$ cat config.mk
export PLATFORM = sky130hd
export DESIGN_NAME = memory_access
export DESIGN_NICKNAME = d
export VERILOG_FILES = /design/src/rtl/memory_access.sv
export SDC_FILE = /design/constraint.sdc
export NUM_CORES = 1
export LEC_CHECK = 0
export ABC_AREA = 1
export BUFFER_PORTS_ARGS = -buffer_cell sky130_fd_sc_hd__buf_2
export CORE_MARGIN = 2
export CORE_UTILIZATION = 56
export CTS_CLUSTER_SIZE = 28
export DETAILED_ROUTE_END_ITERATION = 6
export PLACE_DENSITY = 0.81
export SLEW_MARGIN = 10
export SYNTH_ARGS = -nofsm -noshare
export SYNTH_HDL_FRONTEND = slang
export SYNTH_SLANG_ARGS = --single-unit
$ cat constraint.sdc
create_clock -name clk -period 2.6 [get_ports clk]
set_input_delay 0.52 -clock clk [delete_from_list [all_inputs] [get_ports clk]]
set_output_delay 0.52 -clock clk [all_outputs]
set_load 0.1 [all_outputs]
$ cat src/rtl/memory_access.sv
// memory_access: MIPS memory stage. Issues one data-bus access at a time,
// aligns/extends load data and raises address-error exceptions.
module memory_access (
  input  logic        clk,
  input  logic        resetn,
  input  logic        in_valid,
  input  logic [5:0]  op,
  input  logic [31:0] addr,
  input  logic [31:0] wdata,
  input  logic        rm,
  input  logic        wm,
  input  logic        flush,
  output logic        dreq_valid,
  output logic [31:0] dreq_addr,
  output logic [1:0]  dreq_size,
  output logic [3:0]  dreq_strobe,
  output logic [31:0] dreq_data,
  input  logic        dresp_addr_ok,
  input  logic        dresp_data_ok,
  input  logic [31:0] dresp_data,
  output logic        stall,
  output logic        out_valid,
  output logic [31:0] out_data,
  output logic        adel,
  output logic        ades
);

  localparam logic [5:0] OP_LB  = 6'h20;
  localparam logic [5:0] OP_LH  = 6'h21;
  localparam logic [5:0] OP_LWL = 6'h22;
  localparam logic [5:0] OP_LW  = 6'h23;
  localparam logic [5:0] OP_LBU = 6'h24;
  localparam logic [5:0] OP_LHU = 6'h25;
  localparam logic [5:0] OP_LWR = 6'h26;
  localparam logic [5:0] OP_SB  = 6'h28;
  localparam logic [5:0] OP_SH  = 6'h29;
  localparam logic [5:0] OP_SWL = 6'h2a;
  localparam logic [5:0] OP_SW  = 6'h2b;
  localparam logic [5:0] OP_SWR = 6'h2e;

  typedef enum logic [1:0] {
    S_IDLE,
    S_REQ,
    S_WAIT,
    S_DONE
  } state_e;

  state_e      state_q, state_d;
  logic [5:0]  op_q, op_d;
  logic [31:0] addr_q, addr_d;
  logic [31:0] wdata_q, wdata_d;
  logic [31:0] rdata_q, rdata_d;
  logic        wm_q, wm_d;
  logic        drop_q, drop_d;

  logic        access;
  logic        misalign;
  logic [1:0]  a;
  logic [1:0]  bus_size;
  logic [3:0]  bus_strobe;
  logic [31:0] bus_addr;
  logic [31:0] bus_data;
  logic [31:0] ld_data;
  logic [31:0] m_byte;
  logic [31:0] m_half;

  assign access = in_valid & (rm | wm) & ~flush;
  assign a      = addr_q[1:0];

  always_comb begin
    unique case (op)
      OP_LW, OP_SW:         misalign = |addr[1:0];
      OP_LH, OP_LHU, OP_SH: misalign = addr[0];
      default:              misalign = 1'b0;
    endcase
  end

  always_comb begin
    bus_size   = 2'd2;
    bus_strobe = 4'b0000;
    bus_data   = 32'h0;
    bus_addr   = addr_q;
    unique case (op_q)
      OP_LB, OP_LBU: bus_size = 2'd0;
      OP_LH, OP_LHU: bus_size = 2'd1;
      OP_LWL, OP_LWR: bus_addr = {addr_q[31:2], 2'b00};
      OP_SB: begin
        bus_size   = 2'd0;
        bus_strobe = 4'b0001 << a;
        bus_data   = {4{wdata_q[7:0]}};
      end
      OP_SH: begin
        bus_size   = 2'd1;
        bus_strobe = 4'b0011 << a;
        bus_data   = {2{wdata_q[15:0]}};
      end
      OP_SWL: begin
        bus_addr   = {addr_q[31:2], 2'b00};
        bus_strobe = 4'b1111 >> (2'd3 - a);
        bus_data   = wdata_q >> {(2'd3 - a), 3'b000};
      end
      OP_SWR: begin
        bus_addr   = {addr_q[31:2], 2'b00};
        bus_strobe = 4'b1111 << a;
        bus_data   = wdata_q << {a, 3'b000};
      end
      default: begin
        if (wm_q) begin
          bus_strobe = 4'b1111;
          bus_data   = wdata_q;
        end
      end
    endcase
  end

  // wdata_q doubles as the old rt value merged by LWL/LWR
  always_comb begin
    m_byte  = rdata_q >> {a, 3'b000};
    m_half  = rdata_q >> {a[1], 4'b0000};
    ld_data = wm_q ? 32'h0 : rdata_q;
    unique case (op_q)
      OP_LB:  ld_data = {{24{m_byte[7]}}, m_byte[7:0]};
      OP_LBU: ld_data = {24'h0, m_byte[7:0]};
      OP_LH:  ld_data = {{16{m_half[15]}}, m_half[15:0]};
      OP_LHU: ld_data = {16'h0, m_half[15:0]};
      OP_LWL: begin
        unique case (a)
          2'd0:    ld_data = {rdata_q[7:0], wdata_q[23:0]};
          2'd1:    ld_data = {rdata_q[15:0], wdata_q[15:0]};
          2'd2:    ld_data = {rdata_q[23:0], wdata_q[7:0]};
          default: ld_data = rdata_q;
        endcase
      end
      OP_LWR: begin
        unique case (a)
          2'd0:    ld_data = rdata_q;
          2'd1:    ld_data = {wdata_q[31:24], rdata_q[31:8]};
          2'd2:    ld_data = {wdata_q[31:16], rdata_q[31:16]};
          default: ld_data = {wdata_q[31:8], rdata_q[31:24]};
        endcase
      end
      default: ;
    endcase
  end

  always_comb begin
    state_d     = state_q;
    op_d        = op_q;
    addr_d      = addr_q;
    wdata_d     = wdata_q;
    rdata_d     = rdata_q;
    wm_d        = wm_q;
    drop_d      = drop_q;
    dreq_valid  = 1'b0;
    dreq_addr   = 32'h0;
    dreq_size   = 2'd0;
    dreq_strobe = 4'b0000;
    dreq_data   = 32'h0;
    stall       = 1'b0;
    out_valid   = 1'b0;
    out_data    = 32'h0;
    adel        = 1'b0;
    ades        = 1'b0;
    unique case (state_q)
      S_IDLE: begin
        if (access && misalign) begin
          out_valid = 1'b1;
          adel      = rm;
          ades      = wm;
        end else if (access) begin
          stall   = 1'b1;
          op_d    = op;
          addr_d  = addr;
          wdata_d = wdata;
          wm_d    = wm;
          drop_d  = 1'b0;
          state_d = S_REQ;
        end else if (in_valid && !flush) begin
          out_valid = 1'b1;
          out_data  = addr;
        end
      end
      S_REQ: begin
        dreq_valid  = 1'b1;
        dreq_addr   = bus_addr;
        dreq_size   = bus_size;
        dreq_strobe = bus_strobe;
        dreq_data   = bus_data;
        stall       = 1'b1;
        drop_d      = drop_q | flush;
        if (dresp_addr_ok && dresp_data_ok) begin
          rdata_d = dresp_data;
          state_d = S_DONE;
        end else if (dresp_addr_ok) begin
          state_d = S_WAIT;
        end
      end
      S_WAIT: begin
        stall  = 1'b1;
        drop_d = drop_q | flush;
        if (dresp_data_ok) begin
          rdata_d = dresp_data;
          state_d = S_DONE;
        end
      end
      default: begin
        out_valid = ~drop_q;
        out_data  = drop_q ? 32'h0 : ld_data;
        state_d   = S_IDLE;
      end
    endcase
    // Keep every output quiet while reset is held, even with live inputs
    if (!resetn) begin
      dreq_valid  = 1'b0;
      dreq_addr   = 32'h0;
      dreq_size   = 2'd0;
      dreq_strobe = 4'b0000;
      dreq_data   = 32'h0;
      stall       = 1'b0;
      out_valid   = 1'b0;
      out_data    = 32'h0;
      adel        = 1'b0;
      ades        = 1'b0;
    end
  end

  always_ff @(posedge clk or negedge resetn) begin
    if (!resetn) begin
      state_q <= S_IDLE;
      op_q    <= 6'h0;
      addr_q  <= 32'h0;
      wdata_q <= 32'h0;
      rdata_q <= 32'h0;
      wm_q    <= 1'b0;
      drop_q  <= 1'b0;
    end else begin
      state_q <= state_d;
      op_q    <= op_d;
      addr_q  <= addr_d;
      wdata_q <= wdata_d;
      rdata_q <= rdata_d;
      wm_q    <= wm_d;
      drop_q  <= drop_d;
    end
  end

endmodule

==> run summary, run 1 <==
I/O pin cnt -> 217
post-synthesis simple-gate area fraction -> 41.3%
die width -> 133 um
Initial Utilization -> 56.9%
post-synthesis mux area share -> 0.227%
worst endpoint after global-route timing repair -> out_data[15]
HPWL Detailed -> 30400 um
H-tree lvl count -> 3
error message -> [ERROR GRT-0232] Routing congestion too high. Check the congestion heatmap in the GUI.
Avg Cell Area, Syn -> 5.74 um^2
cell row count -> 47
routability cong. -> 1.07
Synth Area in Compound Gates -> 18.7%
largest net degree at the start of global routing -> 131
xor/xnor share of the synthesized area -> 0%
Syn Std Cell Area -> 0.00937 mm^2
largest family of logic cells by synthesized area -> simple AND/OR/NAND/NOR gates
CTS root buf -> clkbuf_16
CTS Hold Buffers Added -> 0
TritonCTS buffer count -> 9
syn_nets -> 1748
adder-cell area share of the yosys netlist -> 0.534%
Yosys top cell by area -> dfrtp_1
Yosys warnings -> 0
Die Ht -> 133 um
IO buf count -> 216
register area share after synthesis -> 28.3%
Cells after Synth -> 1634
status -> did not finish
synth top area cells -> dfrtp_1 28%, nand2_1 21%, o21ai_0 10%, nand3_1 9.0%, nor2_1 7.8%
Worst endpoint type -> primary output
#FFs+latches synth -> 106
# clock sinks -> 106
total congestion overflow -> 169
Yosys top cell area share -> 28.3%
Total Routing Usage GR -> 82.5%
post-synth cell types -> 35
Stopped at -> global routing (5_1_grt)
CTS Buffer Depth -> 2
layer usage:
layer  GRT overflow  GRT usage (%)
met5              0           28.9
met4             77           89.2
met3              2           68.2
met2             87           97.7
met1              3           80.5
synth_stat cells:
| library cell | number |
|---|---|
| a21oi_1 | 124 |
| a31oi_1 | 1 |
| buf_1 | 6 |
| buf_2 | 40 |
| buf_4 | 1 |
| buf_6 | 6 |
| clkbuf_1 | 57 |
| clkinv_1 | 2 |
| dfrtp_1 | 106 |
| ha_1 | 4 |
| inv_1 | 132 |
| inv_2 | 3 |
| mux2_2 | 1 |
| mux2i_1 | 1 |
| nand2_1 | 520 |
| nand2_2 | 5 |
| nand2_4 | 3 |
| nand3_1 | 168 |
| nand3_2 | 1 |
| nand4_1 | 1 |
| nand4_4 | 1 |
| nor2_1 | 196 |
| nor2_2 | 3 |
| nor2_4 | 2 |
| nor3_1 | 27 |
| nor3_2 | 1 |
| nor3_4 | 1 |
| nor3b_1 | 1 |
| nor4_1 | 3 |
| nor4b_1 | 1 |
| o211ai_1 | 14 |
| o21ai_0 | 188 |
| o21ai_1 | 6 |
| o21ai_2 | 1 |
| o22ai_1 | 7 |
cell families after synthesis:
family	count (synthesis)
and+or+nand+nor	934
AOI/OAI and AO/OA	341
buffers and inverters	247
DFF	106
adders and majority gates	4
muxes	2
per-stage QoR:
stage          cells  worst slack, ns  instance area [um^2]  util [%]  setup TNS, ns
2_1_floorplan   1634           -0.657                 10100         -          -8.12
3_3_place_gp    2036           0.0508                 13300      80.7              0
3_5_place_dp    2036           -0.104                 13300      80.7         -0.840
4_1_cts         2089           -0.178                 14600      88.4          -8.98
repair_timing:
action | 4_1_cts
endpoints found under the setup margin | 103
pin swaps | 33
setup buffers | 27
gates resized for setup | 164
cloned | 10
==> inputs of run 2 (changes only) <==
- CORE_UTILIZATION: 56 -> 40
- CTS_CLUSTER_SIZE: 28 -> not set
- PLACE_DENSITY: 0.81 -> not set
- PLACE_DENSITY_LB_ADDON: not set -> 0.15
==> run 2 against run 1 <==
  * The flow now finishes, with violations (setup timing)
  * Synthesized cell count is the same
  * Synthesized area did not move
==> run summary, run 2 <==
cell row count -> 56 (+19%)
Synth Area in Compound Gates -> 18.7% (unchanged)
Hold Crit Depth -> 3
area growth from synthesis to layout -> 62.2%
crit path buf inv count -> 6
max-cap check violation count -> 0
RSZ-0062 raised after global routing -> yes
total congestion overflow -> 0
H-tree lvl count -> 3 (unchanged)
Hold Vio Cnt, Final -> 0
largest net degree at the start of global routing -> 131
number of placed cells counting well taps -> 2149 (+5.6%)
final worst setup slack -> -0.289 ns
syn_nets -> 1748 (unchanged)
total wire length -> 45300 um
CP most frequent cell -> buf_12
crit path DAT -> 2.37 ns
DIE AREA -> 0.0247 mm^2
fill count -> 2128
TritonCTS buffer count -> 9 (unchanged)
post-synth cell types -> 35 (unchanged)
#FFs+latches synth -> 106 (unchanged)
overall power -> 19900 uW
Pwr per Cell Area -> 1310 mW/mm^2
clock skew -> 0.00873 ns
most frequent cell after synthesis -> nand2_1
drt initial violations -> 1320
CP Capture Type -> output port
vias in the first global route -> 11400
routability cong. -> 0.959 (-11%)
Required @ worst endpoint -> 2.08 ns
Final setup viols -> 68
period utilization -> 111%
IO buf count -> 216 (unchanged)
max-slew violation count -> 0
CP Depth -> 13
n_diodes -> 0
Initial Utilization -> 40.3% (-17 points)
clk_lat worst skew -> 0.37 ns
Syn Std Cell Area -> 0.00937 mm^2 (unchanged)
layout cell share with drive strength beyond 1 -> 33.5%
Worst Hold Class -> input port to flip-flop
worst stage delay on the critical path -> 0.43 ns
register area -> 0.00266 mm^2
# clock sinks -> 106 (unchanged)
Max Clock Freq -> 346 MHz
vias -> 12400
Die Ht -> 157 um (+18%)
failing checks -> setup timing
most common cell after layout, fill and taps aside -> nand2_1
EDFF count, synth -> 0 (unchanged)
register area share after synthesis -> 28.3% (unchanged)
Yosys warnings -> 0 (unchanged)
largest registers -> addr_q: 32 flops, rdata_q: 32 flops, wdata_q: 32 flops
worst-margin pin slew -> 0.817 ns
drt wl/cell -> 20.6 um
Post-synth top flop -> dfrtp_1
DRC viols -> 0
post-synthesis mux area share -> 0.227% (unchanged)
Placement Setup Slack -> -0.119 ns (-0.0150 ns)
Core ar. -> 0.0233 mm^2
Rel. slew slack -> 45.5%
Yosys top cell area share -> 28.3% (unchanged)
via density per instance -> 5.63
Yosys top cell by area -> dfrtp_1
Avg Cell Area, Syn -> 5.74 um^2 (unchanged)
post-route non-filler standard cell count -> 2202
CP max stage cell -> dfrtp_1
Setup Crit Path Kind -> flip-flop to output port
Max VDD drop -> 832 uV
antenna-violating nets left -> 0
I/O pin cnt -> 217 (unchanged)
Cells after Synth -> 1634 (unchanged)
first-pass GRT wire length -> 66000 um
startpoint types -> flip-flop
synth top area cells -> dfrtp_1 28%, nand2_1 21%, o21ai_0 10%, nand3_1 9.0%, nor2_1 7.8%
largest family of logic cells by synthesized area -> simple AND/OR/NAND/NOR gates
xor/xnor share of the synthesized area -> 0% (unchanged)
HPWL Detailed -> 31900 um (+4.8%)
adder-cell area share of the yosys netlist -> 0.534% (unchanged)
most frequent cells in the layout -> 460 x nand2_1, 167 x o21ai_0, 150 x nand3_1
Final min period -> 2.89 ns
Async SR Flop Fraction -> 100% (unchanged)
Total Routing Usage GR -> 35.0%
top post-synthesis cells by count -> 520 x nand2_1, 196 x nor2_1, 188 x o21ai_0
CTS tree -> yes
status -> finished with violations
die width -> 157 um (+18%)
final layout net count -> 1992
router iterations before antenna repair -> 6
worst-path fanout max -> 8
Area after DPL -> 0.0134 mm^2 (+0.86%)
CTS root buf -> clkbuf_16
CTS Buffer Depth -> 2 (unchanged)
initial antenna violation count -> 2
worst path cell trace -> inv_2 -> nand3_4 -> inv_1 -> nand3_2 -> nand2_4 -> nor2_4 -> buf_12 -> buf_12 -> buf_16 -> nand2_2 -> nand3_2 -> nor2_4 -> buf_12
leakage -> 0.00660 uW
Clock Pin Slew Worst Setup and Hold Paths -> 0.08 ns
FF-to-FF path depth -> 9
post-synthesis simple-gate area fraction -> 41.3% (unchanged)
post-route cell area -> 0.0152 mm^2
Crit path max-delay family -> buffers and inverters
footprint of the multi-input gates -> 0.00704 mm^2
-- run 2: cell counts after synthesis --
Identical to the previous run, type by type.
-- run 2: cell families after synthesis --
group                    count (synthesis)
AO/OA/AOI/OAI                          341
adder cells (fa/ha/maj)                  4
buffers and inverters                  247
flip-flops                             106
multiplexers                             2
AND/OR/NAND/NOR                        934
-- run 2: stage by stage --
step | utilization [%] | TNS, ns | hold slack [ns]
global placement | 57.6 | -0.335 | 0.501
CTS | 62.2 | -8.95 | 0.349
detailed placement | 57.6 | -0.741 | 0.506
floorplan | - | -8.12 | 0.224
finish | 65.4 | -13.46 | 0.353
global route | 65.4 | -21.72 | 0.360
-- run 2: timing repair --
action                                  4_1_cts  5_1_grt
pin swaps                                    22       47
endpoints found under the hold margin         0        0
buffers inserted                              9       15
endpoints found under the setup margin      103      102
gates resized for setup                     176      116
hold buffers                                  0        0
gates cloned                                  4       10
-- run 2: cell type report --
cell class | instances | area share [%]
Sequential cell | 106 | 17.5
Inverter | 137 | 3.54
Timing Repair Buffer | 343 | 28.2
Tap cell | 319 | 2.62
Clock buffer | 9 | 1.48
Multi-Input combinational cell | 1281 | 46.3
Clock inverter | 7 | 0.403
-- run 2: where the power goes --
part	internal [uW]	switching, uW
Combinational	5310	9760
Sequential	2470	956
Clock	671	752
Total	8450	11500
-- run 2: routing by layer --
metal	wire, um	track usage [%]	vias to the layer above
li1	-	-	5778
met1	17800	45.9	5728
met2	20100	53.1	764
met3	5560	11.5	128
met4	1880	14.2	4
met5	18	0	-
-- run 2: final timing paths --
path | start | to | slack [ns]
max in group asynchronous | resetn | addr_q[0] | 1.63
worst min register to register | wm_q | wm_q | 0.53
min in group asynchronous | resetn | wdata_q[14] | 0.36
worst min-delay path | dresp_data[8] | rdata_q[8] | 0.35
worst max-delay path | op_q[0] | dreq_data[24] | -0.29
worst max register to register | state_q[1] | wdata_q[8] | 0.53
-- run 2: tightest hold or removal path: stages --
cell	delay [ns]
buf_2	0.07
nand2_1	0.04
o21ai_0	0.05
(Power assumes the default switching activity.)
==> inputs of run 3 (changes only) <==
- ABC_AREA: 1 -> not set
- BUFFER_PORTS_ARGS: -buffer_cell sky130_fd_sc_hd__buf_2 -> not set
- DONT_BUFFER_PORTS: not set -> 1
==> run 3 against run 2 <==
  * The flow finishes with violations (hold timing, setup timing)
  * Non-clock buffer count fell by 14
  * Combinational power fell by 5%
  * Critical path depth fell by 6
  * Core utilization rose by 4.9 points
==> run summary, run 3 <==
status -> finished with violations
failing checks -> hold timing, setup timing
max-slew violation count -> 0 (unchanged)
HPWL Detailed -> 28600 um (-10%)
syn_nets -> 999 (-43%)
FF-to-FF path depth -> 8 (-1)
most frequent cell after synthesis -> mux2_2
drt initial violations -> 963 (-27%)
CP Capture Type -> output port
final layout net count -> 1258 (-37%)
vias -> 9425 (-24%)
max-cap check violation count -> 0 (unchanged)
Yosys top cell area share -> 30.0% (+1.7 points)
Yosys top cell by area -> dfrtp_1
R2R setup slack -> 0.29 ns (-0.24 ns)
first-pass GRT wire length -> 62500 um (-5.2%)
post-route cell area -> 0.0153 mm^2 (+0.59%)
#FFs+latches synth -> 106 (unchanged)
Post-synth top flop -> dfrtp_1
Required @ worst endpoint -> 2.08 ns (about the same)
final worst setup slack -> -0.454 ns (-0.165 ns)
setup TNS -> -22.45 ns (-8.99 ns)
reg2reg start -> state_q[0]
CP max stage cell -> mux4_2
routability cong. -> 0.982 (+2.4%)
# clock sinks -> 106 (unchanged)
cell row count -> 54 (-3.6%)
initial antenna violation count -> 3 (+1)
DIE AREA -> 0.0233 mm^2 (-5.6%)
startpoint types -> flip-flop
CTS Buffer Depth -> 2 (unchanged)
die width -> 153 um (-2.8%)
Pwr per Cell Area -> 1280 mW/mm^2 (-2.0%)
router iterations before antenna repair -> 6 (unchanged)
Syn Std Cell Area -> 0.00884 mm^2 (-5.7%)
worst hold margin -> -0.166 ns (-0.519 ns)
capturing point of the worst reg2reg path -> rdata_q[27]
largest registers -> addr_q: 32 flops, rdata_q: 32 flops, wdata_q: 32 flops
Initial Utilization -> 40.6% (+0.32 points)
drt wl/cell -> 29.0 um (+41%)
Area after DPL -> 0.0132 mm^2 (-1.3%)
Final setup viols -> 69 (+1.5%)
worst-margin pin slew -> 0.682 ns (-0.135 ns)
H-tree lvl count -> 3 (unchanged)
crit path DAT -> 2.53 ns (+0.16 ns)
Worst Hold Class -> input port to asynchronous set/reset pin
Rel. slew slack -> 54.6% (+9.0 points)
Hold Vio Cnt, Final -> 106 (+106)
TritonCTS buffer count -> 9 (unchanged)
overall power -> 19600 uW (-1.4%)
top post-synthesis cells by count -> 139 x mux2_2, 106 x dfrtp_1, 65 x a21oi_1
total congestion overflow -> 0 (unchanged)
Final min period -> 3.05 ns (+0.165 ns)
CTS root buf -> clkbuf_16
RSZ-0062 raised after global routing -> yes
post-synth cell types -> 67 (+91%)
register area share after synthesis -> 30.0% (+1.7 points)
Max VDD drop -> 787 uV (-5.4%)
antenna-violating nets left -> 0 (unchanged)
clk_lat worst skew -> 0.38 ns (about the same)
Setup Crit Path Kind -> flip-flop to output port
via density per instance -> 6.58 (+17%)
layout cell share with drive strength beyond 1 -> 62.8% (+29 points)
most common cell after layout, fill and taps aside -> buf_4
Avg Cell Area, Syn -> 9.98 um^2 (+74%)
Die Ht -> 153 um (-2.8%)
most frequent cells in the layout -> 148 x buf_4, 137 x mux2_2, 137 x buf_12
largest net degree at the start of global routing -> 142 (+8.4%)
worst-path fanout max -> 7 (-1)
Cells after Synth -> 885 (-46%)
total wire length -> 41600 um (-8.4%)
I/O pin cnt -> 217 (unchanged)
Yosys warnings -> 0 (unchanged)
crit path launch -> addr_q[1]
period utilization -> 117% (+6.3 points)
Clock Pin Slew Worst Setup and Hold Paths -> 0.09 ns (about the same)
leakage -> 0.00608 uW (-7.8%)
worst stage delay on the critical path -> 0.54 ns (+0.11 ns)
Max Clock Freq -> 327 MHz (-5.4%)
IO buf count -> 0 (-100%)
Total Routing Usage GR -> 34.8% (-0.21 points)
EDFF count, synth -> 0 (unchanged)
area growth from synthesis to layout -> 73.1%
post-layout util -> 70.3% (+4.9 points)
Async SR Flop Fraction -> 100% (unchanged)
clock skew -> 0.0104 ns (+0.00166 ns)
synth top area cells -> dfrtp_1 30%, mux2_2 18%, mux4_2 4.6%, mux2i_1 4.3%, a21oi_1 3.7%
CTS tree -> yes
worst path cell trace -> mux4_2 -> and3b_4 -> a311oi_4 -> buf_4 -> buf_16 -> a221oi_4 -> buf_12
Core ar. -> 0.0218 mm^2 (-6.5%)
vias in the first global route -> 9815 (-14%)
DRC viols -> 0 (unchanged)
## run 3: critical path, delay by kind of cell, from the launching register on
family	cells	cell delay [ns]
AO/OA/AOI/OAI	2	0.37
buffers and inverters	3	0.57
flip-flops	1	0.45
multiplexers	1	0.54
AND/OR/NAND/NOR	1	0.22
## run 3: worst max-delay path by stage
stage                    to  slack, ns  cells past startpoint
3_3_place_gp    out_data[6]      -0.01                      7
2_1_floorplan  out_data[30]      -0.73                      6
3_5_place_dp   out_data[24]      -0.10                      7
5_1_grt        out_data[23]      -0.48                      7
4_1_cts        out_data[16]      -0.40                      7
6_report       out_data[16]      -0.45                      7
## run 3: kinds of logic after synthesis
kind of cell             synth area share (%)
flip-flops                               30.0
buffers and inverters                    5.34
AO/OA/AOI/OAI                            22.5
adder cells (fa/ha/maj)                 0.566
AND/OR/NAND/NOR                          12.5
multiplexers                             29.0
## run 3: where the power goes
part	internal [uW]	switching [uW]	total (uW)
registers	2490	1280	3770
clock network	801	763	1560
logic	6380	7920	14300
total	9670	9960	19600
## run 3: metrics by stage
step                worst slack, ns  std cells
floorplan                    -0.727        885
global placement            -0.0140       1333
detailed placement           -0.102       1333
CTS                          -0.395       1412
global route                 -0.484       1432
finish                       -0.454       1432
## run 3: area by class of cell
type | instances | area, um^2
inverter | 14 | 56.3
fill | 1537 | 6460
clock inverter | 6 | 81.3
antenna | 3 | 7.51
multi-input combinational | 684 | 7430
tap | 280 | 350
sequential | 106 | 2660
clock buffer | 10 | 239
timing repair buffer | 329 | 4470
## run 3: repair_timing
item | CTS | global route
endpoints found under the hold margin | 106 | 106
resized for setup | 192 | 54
cloned | 13 | 0
buffers inserted | 53 | 21
setup endpoints to repair | 70 | 72
pin swaps | 73 | 30
## run 3: per-layer routing
metal  share of wire (%)  wire (um)  track usage, %
met5                   0          0               0
met2                  47      19400            55.2
met4                 5.1       2100            15.7
met1                  39      16200            44.9
met3                 9.3       3870            8.62
